--- src/rtl/hex_display_pkg.sv ---
// hex_display_pkg: shared speed codes, step-period mapping and clock default for hex display stages
package hex_display_pkg;
    localparam int unsigned CLOCK_FREQ_DEFAULT = 50000000;
    typedef enum logic [1:0] {
        SPEED_FULL    = 2'b00,
        SPEED_1X      = 2'b01,
        SPEED_HALF    = 2'b10,
        SPEED_QUARTER = 2'b11
    } speed_e;
    function automatic int unsigned step_period(input logic [1:0] speed, input int unsigned clock_freq);
        return speed == SPEED_FULL ? 1 :
               speed == SPEED_1X   ? clock_freq :
               speed == SPEED_HALF ? 2 * clock_freq : 4 * clock_freq;
    endfunction
endpackage

--- src/rtl/rate_divided_hex_counter_if.sv ---
// rate_divided_hex_counter_if: control inputs and registered outputs of the hex counter
//   Enable, Speed, Direction, Load, LoadValue : master -> slave
//   Count, Tick                               : slave -> master
interface rate_divided_hex_counter_if;
    logic       Enable;
    logic [1:0] Speed;
    logic       Direction;
    logic       Load;
    logic [3:0] LoadValue;
    logic [3:0] Count;
    logic       Tick;
    modport master (output Enable, Speed, Direction, Load, LoadValue, input Count, Tick);
    modport slave  (input Enable, Speed, Direction, Load, LoadValue, output Count, Tick);
endinterface

--- src/rtl/rate_divided_hex_counter_rate_divider.sv ---
// rate_divider: down-counting step divider with speed-change detection
//   Clock, Reset : clock and synchronous active-high reset
//   i_enable     : divider runs when high
//   i_speed      : step-rate select
//   i_load       : counter load, restarts the period
//   o_step       : one-cycle enable pulse to the counter
module rate_divider
    import hex_display_pkg::*;
#(
    parameter int unsigned CLOCK_FREQ = CLOCK_FREQ_DEFAULT
) (
    input  logic       Clock,
    input  logic       Reset,
    input  logic       i_enable,
    input  logic [1:0] i_speed,
    input  logic       i_load,
    output logic       o_step
);
    localparam int RD_W = $clog2(4 * CLOCK_FREQ);
    logic [RD_W-1:0] r_rd;
    logic [1:0]      r_speed_reg;
    logic [RD_W-1:0] w_period_m1;
    logic            w_restart;
    always_comb begin
        w_period_m1 = RD_W'(step_period(i_speed, CLOCK_FREQ) - 1);
        // load or a new speed restarts the period and suppresses this edge's step
        w_restart   = i_load || (i_speed != r_speed_reg);
        o_step      = i_enable && !w_restart && (r_rd == '0);
    end
    always_ff @(posedge Clock) begin
        if (Reset || w_restart) begin
            r_speed_reg <= i_speed;
            r_rd        <= w_period_m1;
        end else if (i_enable) begin
            r_rd <= (r_rd == '0) ? w_period_m1 : r_rd - 1'b1;
        end
    end
endmodule

--- src/rtl/rate_divided_hex_counter.sv ---
// rate_divided_hex_counter: 4-bit up/down hex counter stepped at a selectable divided rate
//   Clock, Reset : clock and synchronous active-high reset
//   bus (slave)  : Enable, Speed, Direction, Load, LoadValue in; registered Count, Tick out
module rate_divided_hex_counter
    import hex_display_pkg::*;
#(
    parameter int unsigned CLOCK_FREQ = CLOCK_FREQ_DEFAULT
) (
    input logic                      Clock,
    input logic                      Reset,
    rate_divided_hex_counter_if.slave bus
);
    logic       w_step;
    logic [3:0] r_count;
    logic       r_tick;
    rate_divider #(.CLOCK_FREQ(CLOCK_FREQ)) u_rate_divider (
        .Clock    (Clock),
        .Reset    (Reset),
        .i_enable (bus.Enable),
        .i_speed  (bus.Speed),
        .i_load   (bus.Load),
        .o_step   (w_step)
    );
    always_ff @(posedge Clock) begin
        if (Reset) begin
            r_count <= 4'h0;
            r_tick  <= 1'b0;
        end else if (bus.Load) begin
            r_count <= bus.LoadValue;
            r_tick  <= 1'b0;
        end else begin
            r_count <= w_step ? (bus.Direction ? r_count + 4'd1 : r_count - 4'd1) : r_count;
            r_tick  <= w_step;
        end
    end
    assign bus.Count = r_count;
    assign bus.Tick  = r_tick;
endmodule

--- src/flat_wrapper.sv ---
// flat-port wrapper written by rule: the top's interface ports become plain ports
module rate_divided_hex_counter_flat import hex_display_pkg::*;
#(
    parameter int unsigned CLOCK_FREQ = CLOCK_FREQ_DEFAULT
)
  (Clock, Reset, bus_Enable, bus_Speed, bus_Direction, bus_Load, bus_LoadValue, bus_Count, bus_Tick);
  rate_divided_hex_counter_if bus_i ();
  input logic Clock;
  input logic Reset;
  input wire logic [$bits(bus_i.Enable)-1:0] bus_Enable;
  input wire logic [$bits(bus_i.Speed)-1:0] bus_Speed;
  input wire logic [$bits(bus_i.Direction)-1:0] bus_Direction;
  input wire logic [$bits(bus_i.Load)-1:0] bus_Load;
  input wire logic [$bits(bus_i.LoadValue)-1:0] bus_LoadValue;
  output wire logic [$bits(bus_i.Count)-1:0] bus_Count;
  output wire logic [$bits(bus_i.Tick)-1:0] bus_Tick;
  assign bus_i.Enable = bus_Enable;
  assign bus_i.Speed = bus_Speed;
  assign bus_i.Direction = bus_Direction;
  assign bus_i.Load = bus_Load;
  assign bus_i.LoadValue = bus_LoadValue;
  assign bus_Count = bus_i.Count;
  assign bus_Tick = bus_i.Tick;
  rate_divided_hex_counter #(.CLOCK_FREQ(CLOCK_FREQ)) u_core (.Clock(Clock), .Reset(Reset), .bus(bus_i));
endmodule
--- config.mk ---
export PLATFORM = sky130hd
export DESIGN_NAME = rate_divided_hex_counter_flat
export DESIGN_NICKNAME = d
export VERILOG_FILES = /design/src/rtl/hex_display_pkg.sv /design/src/rtl/rate_divided_hex_counter_if.sv /design/src/rtl/rate_divided_hex_counter_rate_divider.sv /design/src/rtl/rate_divided_hex_counter.sv /design/src/flat_wrapper.sv
export SDC_FILE = /design/constraint.sdc
export NUM_CORES = 1
export LEC_CHECK = 0
export CORE_ASPECT_RATIO = 0.5
export CORE_MARGIN = 5
export CORE_UTILIZATION = 45
export DETAILED_ROUTE_END_ITERATION = 6
export GPL_TIMING_DRIVEN = 1
export SKIP_LAST_GASP = 1
export SYNTH_ARGS = -nofsm -noshare
export SYNTH_HDL_FRONTEND = slang
export SYNTH_HIERARCHICAL = 1
export SYNTH_SLANG_ARGS = --single-unit
--- constraint.sdc ---
create_clock -name Clock -period 6 [get_ports Clock]
set_input_delay 1.2 -clock Clock [delete_from_list [all_inputs] [get_ports Clock]]
set_output_delay 1.2 -clock Clock [all_outputs]
set_load 0.01 [all_outputs]
# Word-level counts from Yosys, hierarchy flattened
# Index checks and enable logic that the tools add are counted.
# classes
n_addsub,4
eq_ne,3
n_mux,9
reduce_logical,10
# ops
operator,n
$mux 28,6
$sub 28x1->28 const B,2
$logic_not 28->1,1
$mux 4,3
$add 4x1->4 const B,1
$reduce_bool 2->1,2
$sub 4x1->4 const B,1
$eq 2x1->1 const B,1
$eq 2x2->1 const B,1
$logic_and 1x1->1,2
$logic_not 2->1,1
$logic_or 1x1->1,2
$ne 2x2->1,1
$reduce_or 2->1,1
$logic_not 1->1,1
# totals
reg_bits,35
out_inout_bits,5

# Logic depth before layout (Yosys ltp)
# depth
depth_word,8
depth_mapped,8

# Hierarchy
# The synthesis kept the hierarchy.
# by_module_without_submodules
mod,n_inst,cells_per_inst,area_each_um2,seq_area_each_um2
rate_divider,1,171,1880.6,900.9
rate_divided_hex_counter,1,32,307.8,100.1

# Worst setup path after synthesis
# Ideal clock, no wire load.
# synth_timing
kind,input -> register
startpoint,in bus_Speed[0]
endpoint,reg u_core.u_rate_divider.r_rd[2] (data pin)
arrival_ns,2.561
t_required_ns,5.728
setup_slack_ns,3.167
path_stages,5
n_path_buf,1
path_cell_list,xor2_1 > or4_1 > a31oi_4 > clkbuf_1 > a21oi_1
# synth_between
elab_chain_cells,7
elab_cells_between_ends,11
cone_classes,add/sub: 1; eq/ne: 2; mux: 5; reduce/logical: 3
# synth_rtl
item,line_no,rtl
"start, declared",flat_wrapper.sv:11,input wire logic [$bits(bus_i.Speed)-1:0] bus_Speed;
$eq 2x1->1,hex_display_pkg.sv:12,speed == SPEED_1X ? clock_freq :
$mux 28,hex_display_pkg.sv:12,
$mux 28,hex_display_pkg.sv:11,return speed == SPEED_FULL ? 1 :
$sub 28x1->28,rate_divided_hex_counter_rate_divider.sv:25,"w_period_m1 = RD_W'(step_period(i_speed, CLOCK_FREQ) - 1);"
$mux 28,rate_divided_hex_counter_rate_divider.sv:35,r_rd <= (r_rd == '0) ? w_period_m1 : r_rd - 1'b1;
$mux 28,rate_divided_hex_counter_rate_divider.sv:34,end else if (i_enable) begin
$mux 28 (*),rate_divided_hex_counter_rate_divider.sv:31,if (Reset || w_restart) begin
"end signal, assigned",rate_divided_hex_counter_rate_divider.sv:33,r_rd <= w_period_m1;
"end signal, assigned",rate_divided_hex_counter_rate_divider.sv:35,
"end, declared",rate_divided_hex_counter_rate_divider.sv:20,logic [RD_W-1:0] r_rd;
# Mark *: on every way between the ends. The rest lies on a longest branch, timed or not. The select of a mux whose other input is x is not followed.
# A chain may end at the register's enable or synchronous reset.

# Worst setup path in the final report
# layout_timing
startpoint,in bus_Speed[0]
endpoint,reg u_core.u_rate_divider.r_rd[4] (data pin)
# The elaborated chain is that of the path after synthesis.

==> out/qor.yml <==
grt:
  antenna_found_initial: 0
  grt_overflow: 0
  grt_pass1_wl_mm: 7.383
  grt_usage_pct: 15.00
  grt_max_degree: 37
  grt_pass1_vias: 1507
placed_design:
  place_hpwl_mm: 3.072
  io_buffers: 15
  place_congestion: 0.7864
  dp_cells: 277
timing:
  fin_crit_sh_pct: 62.71
  setup_viol: 0
  finalSetupTns_ns: 0
  min_period_ns: 3.762
  rsz0062_at_grt: "no"
  slew_violations: 0
  fin_skew_ns: 0.004849
  worstMarginPinSlew_ns: 0.9894
  max_freq_mhz: 265.8
  slew_headroom_pct: 34.04
  hold_violations: 0
pwr:
  ir_drop_uv: 90.67
  p_per_area_nw_per_um2: 229.6
  p_leak_nw: 0.8793
  p_total_mw: 0.5709
setup_path:
  path_max_fanout: 36
  start_kind: "input pin"
  arrival_ns: 3.89
  rr_startpoint: "u_core/u_rate_divider/r_rd[17]"
  required_ns: 6.13
  critPathLaunch: "bus_Speed[0]"
  cp-end-kind: "flop"
  crit_type: "input pin to flop"
yosys:
  async_flop_share_pct: 0
  ys_ff_latch: 35
  synth.avg_cell_area_sq_um: 10.78
  ys.flop_type: "edfxtp_1"
  synth_edf_count: 30
  yosysUniqueCellTypes: 45
  yosysWarnings: 6
  ys_seq_area_share_pct: 45.74
  syn_inst: 203
  syn_area_sq_um: 2188
  synth_fp_nets: 226
clocking:
  cts_resized: 0
  clk_pin_slew_worst_paths_ns: 0.07
  htreeDepth: 2
  clock_path_buffers: 2
  cts_tree: "yes"
  cts_root_buffer: "clkbuf_8"
  post-cts-setup-buffer-count: 0
  clock-sinks: 35
  ctsHoldBuffers: 0
  insertion_delay_ns: 0.28
  numCtsBuffers: 5
floorplanning:
  fp.dieH_microns: 59.31
  dieArea_sq_um: 6442
  num_io_pins: 16
  core_area_sq_um: 4552
  start_util_pct: 48.08
  rows: 17
  fp.dieW_microns: 108.6
route:
  viasPerCell: 5.309
  firstDrtPassIters: 4
  routed_wirelength_mm: 4.253
  wire_per_inst_microns: 14.92
  drc: 0
  drt_iter0_drc: 82
  vias: 1513
  antenna_violating_nets_post_route: 0
cells_and_area:
  seqCellArea_sq_um: 1001
  instances_no_fill: 285
  final_common_cell: "edfxtp_1"
  layout_common_cells: "30 x edfxtp_1, 23 x nor2_1, 22 x a21oi_1"
  fillCellCount: 436
  drive_gt1_share_pct: 10.50
  multi_input_area_sq_um: 1126
  syn_to_final_growth_pct: 13.61
  largest_reg_flops: 27
  fin_nets: 241
  antenna_cells: 0
min_path:
  hp-start: "u_core/bus.Count[2]"
  hold_path_class: "flop to flop"
run:
  maxCapViolations: 0
status:
  status: "finished clean"
-- cell families after synthesis --
| group | count (synthesis) | synth area share, % |
|---|---|---|
| compound gates | 35 | 10.06 |
| xor+xnor | 27 | 10.81 |
| fa+ha+maj | 12 | 7.204 |
| buf+inv | 14 | 2.801 |
| flops | 35 | 45.74 |
| mux | 3 | 1.429 |
| simple gates | 77 | 21.96 |
-- layout make-up --
cell class / instances / share of cell area [%]
flip-flops and latches: 35 / 40.26
repair buffers: 15 / 6.039
clock buffers: 8 / 4.026
inverters: 7 / 1.057
multi-input cells: 154 / 45.29
well taps: 66 / 3.322
-- where the power goes --
group,internal (mW),switching [mW]
Combinational,0.0351,0.0379
Clock,0.105,0.0834
Sequential,0.287,0.0223
-- cells in the mapped netlist, types with 3 or more instances --
master / number / area, sq um
nand3_1: 6 / 30.03
a31oi_1: 3 / 18.77
nand4_1: 3 / 18.77
nor2_1: 23 / 86.33
xor2_1: 17 / 148.9
clkbuf_1: 4 / 15.01
edfxtp_1: 30 / 900.9
or3_1: 3 / 18.77
and2_1: 3 / 18.77
or4_1: 3 / 22.52
nand2_1: 7 / 26.28
ha_1: 11 / 137.6
a21oi_1: 22 / 110.1
xnor2_1: 10 / 87.58
nor3_1: 4 / 20.02
dfxtp_1: 5 / 100.1
or4_4: 3 / 33.78
inv_1: 7 / 26.28
nor4_1: 4 / 25.02
-- stage by stage --
step | setup WS, ns | utilization (%) | area, sq um | hold slack [ns]
floorplan | 3.167 | - | 2188 | 0.5987
global placement | 2.067 | 52.42 | 2386 | 0.6294
detailed placement | 1.988 | 52.42 | 2386 | 0.6372
CTS | 2.289 | 54.62 | 2486 | 0.6565
global route | 2.042 | 54.62 | 2486 | 0.7134
finish | 2.238 | 54.62 | 2486 | 0.6579
-- worst paths after layout --
kind | end | slack [ns] | cells past startpoint
min reg2reg | u_core/bus.Count[2] | 0.66 | 3
max reg2reg | u_core/u_rate_divider/r_rd[5] | 3.07 | 5
max | u_core/u_rate_divider/r_rd[4] | 2.24 | 6
min | u_core/bus.Count[2] | 0.66 | 3
-- metal layers --
layer | vias to the layer above | GRT usage [%] | routed length (microns)
li1 | 769 | - | -
met1 | 714 | 21.82 | 2321
met2 | 28 | 21.86 | 1766
met3 | 2 | 3.700 | 144
met4 | 0 | 4.856 | 19
met5 | - | 0 | 0
-- worst max-delay path: stages --
cell,delay (ns)
clkdlybuf4s50_1,0.52
xor2_1,0.22
or4_1,0.59
a31oi_4,0.82
nor2b_1,0.30
a31oi_1,0.21
No activity file was read; power rests on OpenSTA's default activity.
